==> src/rtl/serial_magnitude_comparator_if.sv <==
// rtl/serial_magnitude_comparator_if.sv - start/busy/done handshake, operands and result flags
interface serial_magnitude_comparator_if #(
   parameter int WIDTH = 8
);
   logic             start;
   logic [WIDTH-1:0] A;
   logic [WIDTH-1:0] B;
   logic             busy;
   logic             done;
   logic             AGB;
   logic             AEB;
   logic             ALB;

   modport master (
      output start, A, B,
      input  busy, done, AGB, AEB, ALB
   );

   modport slave (
      input  start, A, B,
      output busy, done, AGB, AEB, ALB
   );
endinterface

==> src/rtl/serial_magnitude_comparator.sv <==
// rtl/serial_magnitude_comparator.sv - LSB-first bit-serial A/B magnitude comparator
// Optional macro SERCMP_SIGNED_EN selects two's-complement comparison.
module serial_magnitude_comparator #(
   parameter int WIDTH = 8
) (
   input logic                          clk,
   input logic                          rst_n,
   serial_magnitude_comparator_if.slave bus
);
   localparam int CW = $clog2(WIDTH + 1);

   typedef enum logic {
      IDLE,
      SHIFT
   } state_t;

   state_t           state_q;
   logic [WIDTH-1:0] sa_q;
   logic [WIDTH-1:0] sb_q;
   logic [CW-1:0]    cnt_q;
   logic             gt_q;
   logic             lt_q;
   logic             busy_q;
   logic             done_q;
   logic             agb_q;
   logic             aeb_q;
   logic             alb_q;

   logic             last_bit;
   logic             bit_a;
   logic             bit_b;
   logic             gt_d;
   logic             lt_d;

   assign last_bit = (cnt_q == CW'(WIDTH - 1));

   // The last differing bit wins, so later (more significant) bits overwrite the flags.
   always_comb begin
      bit_a = sa_q[0];
      bit_b = sb_q[0];
`ifdef SERCMP_SIGNED_EN
      if (last_bit) begin
         bit_a = sb_q[0];
         bit_b = sa_q[0];
      end
`endif
      gt_d = gt_q;
      lt_d = lt_q;
      if (bit_a && !bit_b) begin
         gt_d = 1'b1;
         lt_d = 1'b0;
      end else if (!bit_a && bit_b) begin
         gt_d = 1'b0;
         lt_d = 1'b1;
      end
   end

   always_ff @(posedge clk) begin
      if (!rst_n) begin
         state_q <= IDLE;
         sa_q    <= '0;
         sb_q    <= '0;
         cnt_q   <= '0;
         gt_q    <= 1'b0;
         lt_q    <= 1'b0;
         busy_q  <= 1'b0;
         done_q  <= 1'b0;
         agb_q   <= 1'b0;
         aeb_q   <= 1'b0;
         alb_q   <= 1'b0;
      end else begin
         done_q <= 1'b0;
         case (state_q)
            IDLE: begin
               if (bus.start) begin
                  sa_q    <= bus.A;
                  sb_q    <= bus.B;
                  gt_q    <= 1'b0;
                  lt_q    <= 1'b0;
                  cnt_q   <= '0;
                  busy_q  <= 1'b1;
                  state_q <= SHIFT;
               end
            end
            SHIFT: begin
               gt_q  <= gt_d;
               lt_q  <= lt_d;
               sa_q  <= sa_q >> 1;
               sb_q  <= sb_q >> 1;
               cnt_q <= cnt_q + CW'(1);
               if (last_bit) begin
                  agb_q   <= gt_d;
                  alb_q   <= lt_d;
                  aeb_q   <= ~(gt_d | lt_d);
                  done_q  <= 1'b1;
                  busy_q  <= 1'b0;
                  state_q <= IDLE;
               end
            end
            default: state_q <= IDLE;
         endcase
      end
   end

   assign bus.busy = busy_q;
   assign bus.done = done_q;
   assign bus.AGB  = agb_q;
   assign bus.AEB  = aeb_q;
   assign bus.ALB  = alb_q;
endmodule

==> src/flat_wrapper.sv <==
// flat-port wrapper written by rule: the top's interface ports become plain ports
module serial_magnitude_comparator_flat 
#(
   parameter int WIDTH = 8
)
  (clk, rst_n, bus_start, bus_A, bus_B, bus_busy, bus_done, bus_AGB, bus_AEB, bus_ALB);
  serial_magnitude_comparator_if #(.WIDTH(WIDTH)) bus_i ();
  input logic clk;
  input logic rst_n;
  input wire logic [$bits(bus_i.start)-1:0] bus_start;
  input wire logic [$bits(bus_i.A)-1:0] bus_A;
  input wire logic [$bits(bus_i.B)-1:0] bus_B;
  output wire logic [$bits(bus_i.busy)-1:0] bus_busy;
  output wire logic [$bits(bus_i.done)-1:0] bus_done;
  output wire logic [$bits(bus_i.AGB)-1:0] bus_AGB;
  output wire logic [$bits(bus_i.AEB)-1:0] bus_AEB;
  output wire logic [$bits(bus_i.ALB)-1:0] bus_ALB;
  assign bus_i.start = bus_start;
  assign bus_i.A = bus_A;
  assign bus_i.B = bus_B;
  assign bus_busy = bus_i.busy;
  assign bus_done = bus_i.done;
  assign bus_AGB = bus_i.AGB;
  assign bus_AEB = bus_i.AEB;
  assign bus_ALB = bus_i.ALB;
  serial_magnitude_comparator #(.WIDTH(WIDTH)) u_core (.clk(clk), .rst_n(rst_n), .bus(bus_i));
endmodule
==> config.mk <==
export PLATFORM = sky130hd
export DESIGN_NAME = serial_magnitude_comparator_flat
export DESIGN_NICKNAME = d
export VERILOG_FILES = /design/src/rtl/serial_magnitude_comparator_if.sv /design/src/rtl/serial_magnitude_comparator.sv /design/src/flat_wrapper.sv
export SDC_FILE = /design/constraint.sdc
export NUM_CORES = 1
export LEC_CHECK = 0
export ABC_AREA = 1
export ABC_CLOCK_PERIOD_IN_PS = 1800
export BUFFER_PORTS_ARGS = -buffer_cell sky130_fd_sc_hd__buf_2
export CAP_MARGIN = 10
export CORE_UTILIZATION = 57
export DETAILED_ROUTE_END_ITERATION = 16
export PLACE_DENSITY = 0.84
export SYNTH_ARGS = -nofsm -noshare
export SYNTH_HDL_FRONTEND = slang
export SYNTH_SLANG_ARGS = --single-unit
==> constraint.sdc <==
create_clock -name clk -period 1.8 [get_ports clk]
set_clock_uncertainty 0.15 [all_clocks]
set_input_delay 0.27 -clock clk [delete_from_list [all_inputs] [get_ports clk]]
set_output_delay 0.27 -clock clk [all_outputs]
set_load 0.05 [all_outputs]
==> impl_metrics.toml, run 1 <==
[drt]
drt-initial-drc-count = 46
ant_nets = 0
num_vias = 1122
wl_per_cell_um = 10.4
first_pass_iters = 4
routed_wirelength_mm = 2.41
drc_errors = 0
via_per_inst = 4.84

[min_path]
whs_endpoint = "u_core.sb_q[7]"
worstHoldPathCells = 3
hold_path.class = "primary input to register"
min_from = "bus_B[7]"

[synthesis]
yosysWarnings = 0
yosys.area.top_type_share = 0.458
yosysUniqueCellTypes = 17
syn_area_um2 = 1220
synthFlopType = "dfxtp_1"
synthArstFlopShare = 0
synth_area_leaders = "dfxtp_1 46%, nand2_1 25%, inv_1 6.7%, nand3_1 5.3%, a21oi_1 4.1%"
syn_avg_cell_area_um2 = 6.76
syn_nets = 201
yosys_register_bits = 28
synth_most_common_cell = "nand2_1"
synth_cells = 181
synth_edf_count = 0
synth-seq-area-share = 0.458
synth_largest_area_cell = "dfxtp_1"
ys_top_cells_by_count = "81 x nand2_1, 28 x dfxtp_1, 22 x inv_1"

[global_routing]
grt_antenna_before_repair = 0
grt_pass1_vias = 1060
grt_start_max_net_pins = 19
grt-ovfl-total = 0
grt_pass1_wl_mm = 4.43
gr-usage-all-layers = 0.239

[placed_design]
place_hpwl_mm = 1.82
place.gp.congestion = 0.778
dp_cells = 228
port_buffers = 23
pre_cts_slack_ns = 0.440

[power_and_ir_drop]
vdd_drop_max_uv = 605
leakagePower_uw = 0.000729
power.density_nw_per_um2 = 793

[finish]
final_nets = 226
drive_gt1_frac = 0.176
final-seq-area_um2 = 561
multi_input_area_um2 = 524
biggestRegsByFlops = "u_core.sa_q (8), u_core.sb_q (8), u_core.cnt_q (4)"
diodes = 0
layout.cells.non_filler = 232
syn2layout_area_growth_pct = 13.3
fillers = 183

[floorplan]
rows = 16
coreArea_um2 = 1980
fp.dieW_um = 48.3
start_util = 0.617
dieArea_um2 = 2340
ios = 24
die_h_um = 48.3

[sta]
grt_setup_unrepaired = "false"
fin_ws_ns = 0.407
slew_viol_final = 0
setup_violations = 0
max_slew_margin = 0.797
fmax_mhz = 718
period_share = 0.774
hold_viol = 0
layout_min_cycle_time_ns = 1.39
worst_slew_pin_slew_ns = 0.304
setup_tns_ns = 0

[setup_path]
critPathMaxFanout = 4
crit_required_ns = 1.91
endpoint_kind = "register"
reg2reg_from = "u_core.cnt_q[0]"
crit_type = "register to register"
worstPathArrival_ns = 1.50
r2r_end = "u_core.bus.AEB"
slowest_stage = "dfxtp_1"
worst_setup_path_start_kind = "register"
cp_slowest_stage_delay_ns = 0.42
path_cells = "ha_1 > nand2_1 > nor2_1 > nand2_1 > nand2_1 > inv_1 > nor2_1"
crit_top_cell = "nand2_1"
reg2regPathDepth = 7
r2r_slack_ns = 0.41

[clocking]
cts_sinks = 28
htree_num_levels = 1
cts.path.max_buffers = 2
cts_resized = 0
numCtsBuffers = 3
clk_pin_slew_ns = 0.14
post-cts-setup-buffers = 0
cts_tree = "built"
ctsRootBufferMaster = "clkbuf_4"
clkLatencyLatePin_ns = 0.31
cts_hold_buffers = 0

[status]
run_status = "finished, final reports clean"

[job]
maxCapViolCount = 0
final cells by class:
class                           count  area share
Sequential cell                    28       0.404
Multi-Input combinational cell    122       0.378
Timing Repair Buffer               26      0.0993
Inverter                           25      0.0677
Clock buffer                        4      0.0262
Tap cell                           27      0.0244
critical path: cells and delay by family, from the launching register on:
family,cells,cell delay [ns]
adder cells (fa/ha/maj),1,0.23
buffers and inverters,1,0.03
flip-flops,1,0.42
AND/OR/NAND/NOR,5,0.51
power breakdown:
part           switching [uW]  internal, uW  total [uW]
clock network             172           124         295
logic                    83.5          52.7         136
registers                19.1           648         668
layout by cell type, fill, tap and decap left out:
cell / instances
o211ai_1: 3
inv_2: 3
nand2_2: 2
nor2_1: 7
dfxtp_1: 28
a21oi_1: 10
nor3_2: 1
inv_1: 22
nand4_1: 1
buf_4: 3
buf_2: 23
ha_1: 1
clkbuf_8: 1
clkbuf_4: 3
nand3_1: 13
nand2_1: 81
nor3_1: 1
o21ai_0: 2
metal layers:
layer  part of all wire  global-route usage  vias to the layer above
li1                   -                   -                      602
met1               0.45               0.299                      496
met2               0.50               0.425                       22
met3              0.038              0.0314                        2
met4             0.0058              0.0735                        0
met5                  0                   0                        -
kinds of logic (layout without fill, tap and decap cells):
kind of cell    Yosys count  after routing  share of synthesized area
simple gates            106            106                      0.351
buf+inv                  31             55                      0.113
flops                    28             28                      0.458
compound gates           15             15                     0.0675
fa+ha+maj                 1              1                     0.0102
how the worst max path moves through the flow:
stage | end | from
2_1_floorplan | u_core.bus.AEB | u_core.cnt_q[0]
3_3_place_gp | u_core.bus.AEB | u_core.cnt_q[0]
3_5_place_dp | u_core.bus.AEB | u_core.cnt_q[0]
4_1_cts | bus_AEB | u_core.bus.AEB
5_1_grt | u_core.bus.AEB | u_core.cnt_q[0]
6_report | u_core.bus.AEB | u_core.cnt_q[0]
through the flow:
step,instance area (um2),total power [uW],util,hold WS [ns]
final,1390,1100,0.699,0.0361
after CTS,1390,1110,0.699,0.0319
after floorplan,1220,778,-,0.267
after global placement,1350,812,0.681,0.303
after global routing,1390,1160,0.699,0.0385
after detailed placement,1350,819,0.681,0.308
(Power assumes the default switching activity.)
==> inputs of run 2 (changes only) <==
--- a/config.mk
+++ b/config.mk
@@ -6,12 +6,12 @@
 export NUM_CORES = 1
 export LEC_CHECK = 0
 export ABC_AREA = 1
-export ABC_CLOCK_PERIOD_IN_PS = 1800
+export ABC_CLOCK_PERIOD_IN_PS = 1100
 export BUFFER_PORTS_ARGS = -buffer_cell sky130_fd_sc_hd__buf_2
 export CAP_MARGIN = 10
-export CORE_UTILIZATION = 57
+export CORE_UTILIZATION = 48
 export DETAILED_ROUTE_END_ITERATION = 16
-export PLACE_DENSITY = 0.84
+export PLACE_DENSITY = 0.76
 export SYNTH_ARGS = -nofsm -noshare
 export SYNTH_HDL_FRONTEND = slang
 export SYNTH_SLANG_ARGS = --single-unit
==> constraint.sdc (replaced) <==
create_clock -name clk -period 1.1 [get_ports clk]
set_clock_uncertainty 0.15 [all_clocks]
set_input_delay 0.165 -clock clk [delete_from_list [all_inputs] [get_ports clk]]
set_output_delay 0.165 -clock clk [all_outputs]
set_load 0.05 [all_outputs]
==> run 2 against run 1 <==
  * The run now ends with setup timing left
  * Setup slack got worse by 0.60 ns
  * Fmax up 7.4%
  * Critical endpoint unchanged
  * Hold slack better by 0.024 ns
==> impl_metrics.toml, run 2 (same netlist as run 1, synthesis figures left out) <==
[drt]
drt-initial-drc-count = 81
routed_wirelength_mm = 4.67
first_pass_iters = 5
wl_per_cell_um = 17.8
ant_nets = 0
num_vias = 1506
via_per_inst = 5.73
drc_errors = 0

[placed_design]
place_hpwl_mm = 1.92
place_area_um2 = 1430
port_buffers = 23
place.gp.congestion = 0.854

[sta]
layout_min_cycle_time_ns = 1.30
worst_slew_pin_slew_ns = 0.467
setup_tns_ns = -3.68
grt_setup_unrepaired = "true"
setup_violations = 33
fin_ws_ns = -0.197
fmax_mhz = 771
max_slew_margin = 0.689
slew_viol_final = 0
hold_viol = 0
period_share = 1.18

[clocking]
numCtsBuffers = 3
ctsRootBufferMaster = "clkbuf_4"
clkLatencyLatePin_ns = 0.34
clk_pin_slew_ns = 0.16
cts_tree = "built"
htree_num_levels = 1
cts_sinks = 28
cts.path.max_buffers = 2

[min_path]
hold_path.class = "primary input to register"
min_from = "rst_n"

[setup_path]
reg2reg_from = "u_core.state_q"
path_cells = "buf_6 > nand4_1 > nand2_1 > nand2_1 > inv_1 > nor2_1"
critPathMaxFanout = 5
crit_required_ns = 1.21
worstPathArrival_ns = 1.41
slowest_stage = "dfxtp_4"
crit_top_cell = "nand2_1"
endpoint_kind = "register"
crit_start = "u_core.state_q"
crit_type = "register to register"
cp_slowest_stage_delay_ns = 0.44
worst_setup_path_start_kind = "register"

[finish]
final_core_utilization = 0.876
design_area_um2 = 2010
biggestRegsByFlops = "u_core.sa_q (8), u_core.sb_q (8), u_core.cnt_q (4)"
final_nets = 256
final_cell_mix = "61 x nand2_1, 22 x inv_1, 20 x dfxtp_1"
drive_gt1_frac = 0.421
final_common_cell = "nand2_1"
diodes = 0
fillers = 115
syn2layout_area_growth_pct = 64.5

[global_routing]
grt_pass1_vias = 1360
grt-ovfl-total = 0
grt_pass1_wl_mm = 5.85
gr-usage-all-layers = 0.303
grt_start_max_net_pins = 16
grt_antenna_before_repair = 0

[floorplan]
die_h_um = 52.5
coreArea_um2 = 2300
dieArea_um2 = 2760
start_util = 0.533
rows = 17
ios = 24
fp.dieW_um = 52.5

[power_and_ir_drop]
leakagePower_uw = 0.00110
power.density_nw_per_um2 = 1040
vdd_drop_max_uv = 1180

[job]
maxCapViolCount = 0

[status]
violations = "setup timing"
run_status = "finished with violations"
## run 2: area by class of cell
class                           count  area [um2]  area share
Multi-Input combinational cell    122         764       0.380
Sequential cell                    28         576       0.286
Inverter                           25         106      0.0528
Clock buffer                        4        36.3      0.0180
Timing Repair Buffer               55         492       0.244
Tap cell                           28        35.0      0.0174
Timing Repair inverter              1        3.75     0.00186
## run 2: worst paths after layout
check                        end  slack (ns)  cells past startpoint
hold reg to reg      u_core.lt_q        0.35                      2
hold / removal    u_core.sb_q[1]        0.06                      4
setup reg to reg  u_core.bus.AEB       -0.20                      6
setup / recovery  u_core.bus.AEB       -0.20                      6
## run 2: layer usage
layer	GRT usage	vias to the layer above	share of wire
met5	0	-	0
met4	0.145	0	0.076
met3	0.0435	42	0.090
met2	0.565	117	0.48
met1	0.327	686	0.35
li1	-	661	-
## run 2: what timing repair did
| action | in CTS | in global routing |
|---|---|---|
| endpoints found under the hold margin | 20 | 1 |
| buffers inserted | 3 | 3 |
| cloned | 2 | 0 |
| hold buffers | 16 | 1 |
| resized for setup | 49 | 40 |
| pin swaps | 13 | 16 |
| setup endpoints to repair | 26 | 32 |
## run 2: metrics by stage
stage / hold WS (ns) / setup slack (ns) / cells / power, uW
3_5_place_dp: 0.278 / -0.0815 / 235 / 1380
3_3_place_gp: 0.273 / -0.0618 / 235 / 1370
5_1_grt: 0.0810 / -0.229 / 263 / 2170
2_1_floorplan: 0.162 / 0.00125 / 181 / 1280
4_1_cts: 0.00408 / -0.0783 / 259 / 1990
6_report: 0.0603 / -0.197 / 263 / 2100
## run 2: critical path, delay by kind of cell, from the launching register on
family,cells,cell delay (ns)
flip-flops,1,0.44
buffers and inverters,2,0.19
AND/OR/NAND/NOR,4,0.44
## run 2: power by group
part	total [uW]	internal (uW)	switching, uW
Clock	528	203	325
Combinational	453	209	244
Sequential	1120	1060	55.2
==> inputs of run 3 (changes only) <==
--- a/config.mk
+++ b/config.mk
@@ -6,12 +6,13 @@
 export NUM_CORES = 1
 export LEC_CHECK = 0
 export ABC_AREA = 1
-export ABC_CLOCK_PERIOD_IN_PS = 1100
+export ABC_CLOCK_PERIOD_IN_PS = 1600
 export BUFFER_PORTS_ARGS = -buffer_cell sky130_fd_sc_hd__buf_2
 export CAP_MARGIN = 10
-export CORE_UTILIZATION = 48
+export CORE_UTILIZATION = 57
 export DETAILED_ROUTE_END_ITERATION = 16
-export PLACE_DENSITY = 0.76
+export PLACE_DENSITY = 0.84
+export RECOVER_POWER = 50
 export SYNTH_ARGS = -nofsm -noshare
 export SYNTH_HDL_FRONTEND = slang
 export SYNTH_SLANG_ARGS = --single-unit
==> constraint.sdc (replaced) <==
create_clock -name clk -period 1.6 [get_ports clk]
set_clock_uncertainty 0.15 [all_clocks]
set_input_delay 0.24 -clock clk [delete_from_list [all_inputs] [get_ports clk]]
set_output_delay 0.24 -clock clk [all_outputs]
set_load 0.05 [all_outputs]
==> run 3 against run 2 <==
  * The run now ends clean
  * Flip-flop and latch count stayed put
  * Fmax is 6.3% lower
  * Clock power is 33% lower
  * Sequential power is 33% lower
  * Total power is 40% lower
  * Critical path type unchanged
  * Combinational power is 66% lower
  * Core utilization is 18 points lower
  * Largest cell class is now registers
  * Critical path depth is 1 higher
  * Hold slack worse by 0.059 ns
  * Final area is 31% lower
==> impl_metrics.toml, run 3 (same netlist as run 1, synthesis figures left out) <==
[power_and_ir_drop]
leakagePower_uw = 0.000727
power.total_uw = 1260
vdd_drop_max_uv = 619
power.density_nw_per_um2 = 908

[clocking]
ctsRootBufferMaster = "clkbuf_4"
post-cts-setup-buffers = 0
cts_tree = "built"
cts.path.max_buffers = 2
cts_hold_buffers = 0
htree_num_levels = 1
clkLatencyLatePin_ns = 0.33
cts_resized = 0
numCtsBuffers = 3
clk_pin_slew_ns = 0.15
cts_sinks = 28

[job]
maxCapViolCount = 0

[sta]
hold_viol = 0
period_share = 0.866
layout_min_cycle_time_ns = 1.38
setup_violations = 0
max_slew_margin = 0.811
slew_viol_final = 0
setup_tns_ns = 0
grt_setup_unrepaired = "false"
fmax_mhz = 722
worst_slew_pin_slew_ns = 0.284

[setup_path]
cp_num_buf_inv = 3
slowest_stage = "dfxtp_1"
path_cells = "inv_1 > nand2_1 > inv_2 > nand2_1 > nand3_1 > nand2_1 > inv_1"
crit_type = "register to register"
worstPathArrival_ns = 1.49
worst_setup_path_start_kind = "register"
crit_required_ns = 1.71
cp_slowest_stage_delay_ns = 0.47
crit_top_cell = "nand2_1"
r2r_slack_ns = 0.22
crit_family = "flip-flops"
critPathMaxFanout = 18
endpoint_kind = "register"

[placed_design]
dp_cells = 228
place_hpwl_mm = 1.78
place.gp.congestion = 0.782
port_buffers = 23

[drt]
wl_per_cell_um = 10.4
ant_nets = 0
drc_errors = 0
drt-initial-drc-count = 29
num_vias = 1134
routed_wirelength_mm = 2.41
first_pass_iters = 4
via_per_inst = 4.89

[floorplan]
dieArea_um2 = 2340
coreArea_um2 = 1980
rows = 16
ios = 24
start_util = 0.617
die_h_um = 48.3
fp.dieW_um = 48.3

[status]
run_status = "finished, final reports clean"

[finish]
biggestRegsByFlops = "u_core.sa_q (8), u_core.sb_q (8), u_core.cnt_q (4)"
final_common_cell = "nand2_1"
layout.cells.non_filler = 232
syn2layout_area_growth_pct = 13.1
fillers = 162
drive_gt1_frac = 0.166
diodes = 0
final_nets = 226
final-seq-area_um2 = 561
final_cell_mix = "82 x nand2_1, 28 x dfxtp_1, 23 x inv_1"
multi_input_area_um2 = 522

[global_routing]
grt_antenna_before_repair = 0
grt_pass1_wl_mm = 4.29
grt_pass1_vias = 1059
grt-ovfl-total = 0
gr-usage-all-layers = 0.230
grt_start_max_net_pins = 19

[min_path]
hold_path.class = "primary input to register"
## run 3: layout make-up
| type | instances | area share |
|---|---|---|
| flip-flops and latches | 28 | 0.405 |
| multi-input cells | 122 | 0.377 |
| repair buffers | 26 | 0.0995 |
| inverters | 25 | 0.0678 |
| clock buffers | 4 | 0.0262 |
| well taps | 27 | 0.0244 |
## run 3: layer usage
| metal | track usage | part of all wire | vias to the layer above |
|---|---|---|---|
| li1 | - | - | 597 |
| met2 | 0.401 | 0.48 | 23 |
| met4 | 0.0931 | 0.017 | 0 |
| met1 | 0.287 | 0.47 | 509 |
| met3 | 0.0283 | 0.030 | 5 |
| met5 | 0 | 0 | - |
## run 3: worst reg2reg max path, delay by kind of cell, from the launching register on
family / cells / cell delay (ns)
buf+inv: 3 / 0.30
simple gates: 4 / 0.39
flops: 1 / 0.47
## run 3: where the power goes
group / total (uW) / internal (uW) / leakage, uW / switching, uW
Sequential: 749 / 730 / 0.000229 / 19.4
Clock: 352 / 140 / 0.0000210 / 212
Combinational: 155 / 58.9 / 0.000478 / 96.3
Total: 1260 / 928 / 0.000727 / 328
## run 3: worst paths after layout
check | startpoint | end | cells after the start
worst min register to register | u_core.bus.AGB | u_core.bus.AGB | 2
worst min-delay path | bus_B[7] | u_core.sb_q[7] | 3
worst max-delay path | u_core.state_q | u_core.sb_q[6] | 7
worst max register to register | u_core.state_q | u_core.sb_q[6] | 7
## run 3: through the flow
stage / instance area, um2 / utilization / worst slack, ns / hold slack [ns]
after floorplan: 1220 / - / 0.435 / 0.237
after global placement: 1350 / 0.681 / 0.338 / 0.304
after detailed placement: 1350 / 0.681 / 0.305 / 0.310
after CTS: 1390 / 0.699 / 0.260 / 0.0103
after global routing: 1380 / 0.698 / 0.0768 / 0.00736
final: 1380 / 0.698 / 0.215 / 0.00168
